File: src/rtl/snn_rec_pkg.sv
// Shared field layout and event packing for the SNN spike recorder.
package snn_rec_pkg;

  localparam int unsigned EVENT_SPK_W = 10;
  localparam int unsigned L1_LSB      = 0;
  localparam int unsigned OUT_LSB     = 8;
  localparam int unsigned L1_W        = 8;
  localparam int unsigned OUT_W       = 2;
  localparam int unsigned TS_MAX_W    = 22;
  localparam int unsigned EVENT_MAX_W = TS_MAX_W + EVENT_SPK_W;

  typedef struct packed {
    logic [OUT_W-1:0] out_spk;
    logic [L1_W-1:0]  l1_spk;
  } spike_vec_t;

  // Widest event word; callers truncate to TS_W+EVENT_SPK_W bits.
  function automatic logic [EVENT_MAX_W-1:0] pack_event(input logic [TS_MAX_W-1:0] ts,
                                                        input spike_vec_t spk);
    logic [EVENT_MAX_W-1:0] w;
    w = '0;
    w[EVENT_SPK_W +: TS_MAX_W] = ts;
    w[OUT_LSB +: OUT_W]        = spk.out_spk;
    w[L1_LSB +: L1_W]          = spk.l1_spk;
    return w;
  endfunction

endpackage

File: src/rtl/output_spike_recorder_if.sv
// Spike input / event readback bundle of output_spike_recorder.
interface output_spike_recorder_if #(
  parameter int unsigned DEPTH = 16,
  parameter int unsigned TS_W  = 6
);
  localparam int unsigned CNT_W = $clog2(DEPTH) + 1;
  localparam int unsigned EW    = TS_W + 10;

  logic             step_valid;
  logic [1:0]       output_spikes;
  logic [7:0]       output_spikes_layer1;
  logic             clear;
  logic             rd_en;
  logic [EW-1:0]    event_data;
  logic             event_valid;
  logic             fifo_full;
  logic [CNT_W-1:0] fifo_count;
  logic             overflow;
  logic [7:0]       spike_count0;
  logic [7:0]       spike_count1;

  modport master (
    output step_valid, output_spikes, output_spikes_layer1, clear, rd_en,
    input  event_data, event_valid, fifo_full, fifo_count, overflow,
           spike_count0, spike_count1
  );

  modport slave (
    input  step_valid, output_spikes, output_spikes_layer1, clear, rd_en,
    output event_data, event_valid, fifo_full, fifo_count, overflow,
           spike_count0, spike_count1
  );
endinterface

File: src/rtl/sync_fifo.sv
// First-word-fall-through FIFO with registered head, count, full and empty.
module sync_fifo #(
  parameter int unsigned WIDTH = 16,
  parameter int unsigned DEPTH = 16,
  localparam int unsigned PTR_W = $clog2(DEPTH),
  localparam int unsigned CNT_W = $clog2(DEPTH) + 1
) (
  input  logic             clk,
  input  logic             rst_n,
  input  logic             clear,
  input  logic             wr_en,
  input  logic [WIDTH-1:0] wr_data,
  input  logic             rd_en,
  output logic [WIDTH-1:0] rd_data,
  output logic [CNT_W-1:0] count,
  output logic             full,
  output logic             empty
);

  logic [WIDTH-1:0] mem [DEPTH];
  logic [PTR_W-1:0] wr_ptr, rd_ptr, wr_ptr_n, rd_ptr_n;
  logic [CNT_W-1:0] count_n;
  logic [WIDTH-1:0] head_n;
  logic             do_wr, do_rd;

  // A pop on a full FIFO frees the slot the simultaneous push uses.
  always_comb begin
    do_wr    = wr_en && !clear && (!full || rd_en);
    do_rd    = rd_en && !clear && !empty;
    wr_ptr_n = wr_ptr + PTR_W'(do_wr);
    rd_ptr_n = rd_ptr + PTR_W'(do_rd);
    count_n  = count + CNT_W'(do_wr) - CNT_W'(do_rd);
    if (clear) begin
      wr_ptr_n = '0;
      rd_ptr_n = '0;
      count_n  = '0;
    end
    head_n = rd_data;
    if (count_n != '0) begin
      if (do_wr && (wr_ptr == rd_ptr_n)) head_n = wr_data;
      else                               head_n = mem[rd_ptr_n];
    end
  end

  always_ff @(posedge clk or negedge rst_n) begin
    if (!rst_n) begin
      wr_ptr  <= '0;
      rd_ptr  <= '0;
      count   <= '0;
      full    <= 1'b0;
      empty   <= 1'b1;
      rd_data <= '0;
    end else begin
      wr_ptr  <= wr_ptr_n;
      rd_ptr  <= rd_ptr_n;
      count   <= count_n;
      full    <= (count_n == CNT_W'(DEPTH));
      empty   <= (count_n == '0);
      rd_data <= head_n;
    end
  end

  // Storage needs no reset; only entries below count are ever read.
  always_ff @(posedge clk) begin
    if (do_wr) mem[wr_ptr] <= wr_data;
  end

endmodule

File: src/rtl/output_spike_recorder.sv
// Timestamps spiking timesteps into an event FIFO for host readback.
// Optional saturating output-spike counters: SPIKE_REC_COUNT_EN.
module output_spike_recorder
  import snn_rec_pkg::*;
#(
  parameter int unsigned DEPTH = 16,
  parameter int unsigned TS_W  = 6
) (
  input  logic                     system_clock,
  input  logic                     rst_n,
  output_spike_recorder_if.slave   bus
);

  localparam int unsigned EW = TS_W + EVENT_SPK_W;

  logic [TS_W-1:0] ts_q;
  logic            ovf_q;
  logic            push, drop, empty;
  spike_vec_t      spk;
  logic [EW-1:0]   event_word;

  // Event filter: only steps carrying at least one spike are recorded.
  always_comb begin
    spk.out_spk = bus.output_spikes;
    spk.l1_spk  = bus.output_spikes_layer1;
    push        = bus.step_valid && (spk != '0);
    drop        = push && bus.fifo_full && !bus.rd_en;
    event_word  = EW'(pack_event(TS_MAX_W'(ts_q), spk));
  end

  sync_fifo #(.WIDTH(EW), .DEPTH(DEPTH)) u_fifo (
    .clk     (system_clock),
    .rst_n   (rst_n),
    .clear   (bus.clear),
    .wr_en   (push),
    .wr_data (event_word),
    .rd_en   (bus.rd_en),
    .rd_data (bus.event_data),
    .count   (bus.fifo_count),
    .full    (bus.fifo_full),
    .empty   (empty)
  );

  assign bus.event_valid = ~empty;
  assign bus.overflow    = ovf_q;

  always_ff @(posedge system_clock or negedge rst_n) begin
    if (!rst_n) begin
      ts_q  <= '0;
      ovf_q <= 1'b0;
    end else if (bus.clear) begin
      ts_q  <= '0;
      ovf_q <= 1'b0;
    end else begin
      if (bus.step_valid) ts_q <= ts_q + TS_W'(1);
      if (drop)           ovf_q <= 1'b1;
    end
  end

`ifdef SPIKE_REC_COUNT_EN
  logic [7:0] cnt0_q, cnt1_q;

  always_ff @(posedge system_clock or negedge rst_n) begin
    if (!rst_n) begin
      cnt0_q <= '0;
      cnt1_q <= '0;
    end else if (bus.clear) begin
      cnt0_q <= '0;
      cnt1_q <= '0;
    end else if (bus.step_valid) begin
      if (bus.output_spikes[0] && (cnt0_q != 8'hFF)) cnt0_q <= cnt0_q + 8'd1;
      if (bus.output_spikes[1] && (cnt1_q != 8'hFF)) cnt1_q <= cnt1_q + 8'd1;
    end
  end

  assign bus.spike_count0 = cnt0_q;
  assign bus.spike_count1 = cnt1_q;
`else
  assign bus.spike_count0 = '0;
  assign bus.spike_count1 = '0;
`endif

endmodule

File: src/flat_wrapper.sv
// flat-port wrapper written by rule: the top's interface ports become plain ports
module output_spike_recorder_flat import snn_rec_pkg::*;
#(
  parameter int unsigned DEPTH = 16,
  parameter int unsigned TS_W  = 6
)
  (system_clock, rst_n, bus_step_valid, bus_output_spikes, bus_output_spikes_layer1, bus_clear, bus_rd_en, bus_event_data, bus_event_valid, bus_fifo_full, bus_fifo_count, bus_overflow, bus_spike_count0, bus_spike_count1);
  output_spike_recorder_if #(.DEPTH(DEPTH), .TS_W(TS_W)) bus_i ();
  input  logic system_clock;
  input  logic rst_n;
  input wire logic [$bits(bus_i.step_valid)-1:0] bus_step_valid;
  input wire logic [$bits(bus_i.output_spikes)-1:0] bus_output_spikes;
  input wire logic [$bits(bus_i.output_spikes_layer1)-1:0] bus_output_spikes_layer1;
  input wire logic [$bits(bus_i.clear)-1:0] bus_clear;
  input wire logic [$bits(bus_i.rd_en)-1:0] bus_rd_en;
  output wire logic [$bits(bus_i.event_data)-1:0] bus_event_data;
  output wire logic [$bits(bus_i.event_valid)-1:0] bus_event_valid;
  output wire logic [$bits(bus_i.fifo_full)-1:0] bus_fifo_full;
  output wire logic [$bits(bus_i.fifo_count)-1:0] bus_fifo_count;
  output wire logic [$bits(bus_i.overflow)-1:0] bus_overflow;
  output wire logic [$bits(bus_i.spike_count0)-1:0] bus_spike_count0;
  output wire logic [$bits(bus_i.spike_count1)-1:0] bus_spike_count1;
  assign bus_i.step_valid = bus_step_valid;
  assign bus_i.output_spikes = bus_output_spikes;
  assign bus_i.output_spikes_layer1 = bus_output_spikes_layer1;
  assign bus_i.clear = bus_clear;
  assign bus_i.rd_en = bus_rd_en;
  assign bus_event_data = bus_i.event_data;
  assign bus_event_valid = bus_i.event_valid;
  assign bus_fifo_full = bus_i.fifo_full;
  assign bus_fifo_count = bus_i.fifo_count;
  assign bus_overflow = bus_i.overflow;
  assign bus_spike_count0 = bus_i.spike_count0;
  assign bus_spike_count1 = bus_i.spike_count1;
  output_spike_recorder #(.DEPTH(DEPTH), .TS_W(TS_W)) u_core (.system_clock(system_clock), .rst_n(rst_n), .bus(bus_i));
endmodule
File: config.mk
export PLATFORM = sky130hd
export DESIGN_NAME = output_spike_recorder_flat
export DESIGN_NICKNAME = d
export VERILOG_FILES = /design/src/rtl/snn_rec_pkg.sv /design/src/rtl/output_spike_recorder_if.sv /design/src/rtl/sync_fifo.sv /design/src/rtl/output_spike_recorder.sv /design/src/flat_wrapper.sv
export SDC_FILE = /design/constraint.sdc
export NUM_CORES = 1
export LEC_CHECK = 0
export ABC_AREA = 1
export CORE_MARGIN = 2
export CORE_UTILIZATION = 56
export CTS_BUF_LIST = sky130_fd_sc_hd__clkbuf_2
export DETAILED_ROUTE_END_ITERATION = 10
export PLACE_DENSITY = 0.76
export SETUP_SLACK_MARGIN = 0.2
export SYNTH_ARGS = -nofsm -noshare
export SYNTH_HDL_FRONTEND = slang
export SYNTH_SLANG_ARGS = --single-unit
File: constraint.sdc
create_clock -name system_clock -period 6.1 [get_ports system_clock]
set_clock_uncertainty 0.05 [all_clocks]
set_input_delay 1.22 -clock system_clock [delete_from_list [all_inputs] [get_ports system_clock]]
set_output_delay 1.22 -clock system_clock [all_outputs]
set_load 0.01 [all_outputs]
==> impl_results.md <==
- Top FF cell, synth: edfxtp_1
- EDFF count, synth: 256
- Core ar.: between 20000 and 25000 sq um
- Share of layout cells above drive strength 1: between 10% and 20%
- Rel. slew slack: 16.10%
- Fillcell total: 1989
- Initial DRT Pass Iterations: 5
- CTS Sinks: a little under 300
- Vias after detailed routing: 9810
- Setup_tns: 0 ns
- Cts bufs inserted: 72
- Post-synth top area share: 56.44%
- CP Max Fanout: 18
- Final Max Tran Viols: 0
- Final net count: 1500
- Largest net degree at the start of global routing: 84
- Initial antenna violation count: 1
- Final ANT Viol Nets: 0
- Hpwl dp: 18980 um
- Die Height: ~160 um
- GP Congestion: 0.8180
- Leak Pwr: 6.877 nW
- CTS tree: yes
- Overflow after GRT: 0
- Crit path DAT: between 5 and 6 ns
- Starting Density: 56.50%
- Area leader, netlist: edfxtp_1
- Final Hold Vio Count: 0
- Peak supply drop: 222.5 uV
- Gate power share: 21.5%
- Post-synthesis sequential area ratio: between 60% and 70%
- Max-Cap Viols: 0
- Syn. warnings: 0
- Syn-to-layout area delta: 8.855%
- CP Data Required Time: 6.80 ns
- Most frequent cells in the layout: nand2_1, nand3_1, inv_1
- Clock share of power: between 20% and 30%
- Area of the multi-input gates: 3413 sq um
- Drt initial violations: just over 1000
- Hold buffer count at CTS: 0
- Status: completed
- First-pass GRT wire length: 50790 um
- Reg power frac: 51.8%
- IO Pins: between 50 and 60
- Setup crit end kind: flop
- HP Class: flop to flop
- H-Tree Depth: 3
- IO Port Bufs: 38
- # rows: 57
- Synth Area per Inst: 9.771 sq um
- Ys async rst share: about an eighth
- Clock tree buffer depth: 3
- Startpoint types: primary input
- Clk pin slew, worst setup/hold paths: 0.10 ns
- Fin crit period: roughly 4.3 ns
- Clk_lat worst skew: 0.82 ns
- Commonest non-fill, non-tap cell in the layout: nand2_1
- Worst Max-Slew Pin Slew: 1.257 ns
- Number of synthesized register bits: 294
- RSZ-0062 raised after global routing: no
- Global-route usage over all layers: 26.01%
- Final setup violation count: 0
- Max Fclk: 231.3 MHz
- PD cells: 304.7 nW/um^2
- Pint: 3.070 mW
- WL final: 32620 um
- Number of global-route vias before repair: 9669
- Routed vias/inst: around 5.3
- Yosys cell types: 34
- CTS root buf: clkbuf_2
- Post-route DRC: 0
- Reg area: 8640 sq um
- Routed wire length per instance: ~18 um
- Number of buffers added for setup after CTS: 0
- Synth Cell Area: ~14000 sq um
- Switching share of power: 32.04%
- Mapped Cells: between 1000 and 1500
- Die ar.: 25590 sq um
- Period utilisation layout: 70.87%
- Net load switching power: 1.447 mW
- Finished Core Util: 61.51%
- CP Class: primary input to flop
- Post_cts resized: 0
- Die Width: approximately 160 um
- Top post-synthesis cells by area: edfxtp_1, nand3_1, nand2_1, inv_1, dfrtp_1
power by group through the flow:
| stage | Sequential, mW | Combinational [mW] | Clock [mW] |
|---|---|---|---|
| global route | 2.35 | 1.08 | 1.33 |
| floorplan | 2.40 | 0.619 | 0 |
| finish | 2.34 | 0.971 | 1.20 |
| CTS | 2.34 | 0.969 | 1.23 |
| global placement | 2.39 | 0.948 | 0 |
| detailed placement | 2.38 | 0.966 | 0 |
layout make-up:
class | instances | share of cell area (%)
antenna | 1 | 0.01688
clock buffer | 102 | 3.443
clock inverter | 22 | 0.5823
inverter | 300 | 7.612
multi-input combinational | 736 | 23.02
sequential | 294 | 58.27
tap | 324 | 2.734
timing repair buffer | 70 | 4.321
critical path, cell delays in order:
cell and delay, ns:
clkdlybuf4s50_1 0.46, buf_4 0.22, nor2_1 0.08, nand3_1 0.17
inv_1 0.07, nand2_1 0.07, nand3_1 0.14, ha_1 0.34
inv_1 0.06, ha_1 0.16, inv_1 0.06, fa_1 0.43
o21ai_1 0.18, nand2_1 0.07, nand2_1 0.06, nand2_1 0.05
nand3_1 0.13, nand3_2 0.38, inv_2 0.42, nand2_1 0.16
nand2_1 0.10
kinds of logic after synthesis:
logic type                 after synthesis  share of synthesized area, %
and+or+nand+nor                        691                         22.51
adders and majority gates               11                         1.066
AOI/OAI and AO/OA                       16                        0.6246
buffers and inverters                  379                         12.22
DFF                                    294                         63.43
other                                    1                       0.02753
xor gates and xnor gates                 2                        0.1286
per-layer routing:
| metal | vias up | global-route usage (%) | part of all wire, % | wire length (um) |
|---|---|---|---|---|
| met5 | - | 0 | 0 | 0 |
| met4 | 0 | 13.47 | 4.1 | 1336 |
| met3 | 100 | 5.091 | 8.3 | 2706 |
| met2 | 458 | 44.02 | 50 | 16230 |
| met1 | 4620 | 31.96 | 38 | 12350 |
| li1 | 4632 | - | - | - |
synth_stat cells (2+ instances only):
cell      count
dfrtp_1      37
xnor2_1       2
inv_1       295
buf_1         4
nand4_1       2
buf_2        32
edfxtp_1    256
nand2_1     333
ha_1         10
buf_4        20
nor2_1       35
nand3_1     303
nor3_1        3
clkbuf_1      7
inv_2         3
a21oi_1       6
nand3_2       4
buf_6        15
nand2_2       4
o21ai_0       7
nor2_4        3
metrics by stage:
stage | hold WS, ns | power [mW] | cell area [sq um] | setup WS (ns) | instances
after floorplan | 0.4611 | 3.018 | 13680 | 2.479 | 1409
after global placement | 0.4207 | 3.333 | 14230 | 1.076 | 1724
after detailed placement | 0.4207 | 3.349 | 14230 | 0.9919 | 1724
after CTS | 0.4252 | 4.536 | 14820 | 1.828 | 1848
after global routing | 0.4613 | 4.762 | 14830 | 1.495 | 1849
final | 0.4497 | 4.518 | 14830 | 1.777 | 1849
registers in the layout (all words and copies together) (netlist names):
register,flops
u_core.u_fifo.count,5
u_core.u_fifo.rd_data,16
u_core.ts_q,6
u_core.u_fifo.mem,256
u_core.u_fifo.full,1
u_core.u_fifo.rd_ptr,4
u_core.u_fifo.empty,1
u_core.bus.overflow,1
u_core.u_fifo.wr_ptr,4
worst paths after layout:
| check | startpoint | endpoint | slack (ns) | depth (start not counted) |
|---|---|---|---|---|
| max | bus_output_spikes_layer1[1] | u_core.u_fifo.rd_data[8] | 1.78 | 21 |
| min reg2reg | u_core.u_fifo.rd_data[6] | u_core.u_fifo.rd_data[6] | 0.45 | 2 |
| min | u_core.u_fifo.rd_data[6] | u_core.u_fifo.rd_data[6] | 0.45 | 2 |
| max in group asynchronous | rst_n | u_core.u_fifo.wr_ptr[3] | 4.93 | 1 |
| min in group asynchronous | rst_n | u_core.u_fifo.count[1] | 0.47 | 1 |
| max reg2reg | u_core.u_fifo.full | u_core.u_fifo.rd_data[8] | 2.60 | 18 |
Note: power is estimated with default switching activity, not from simulation.
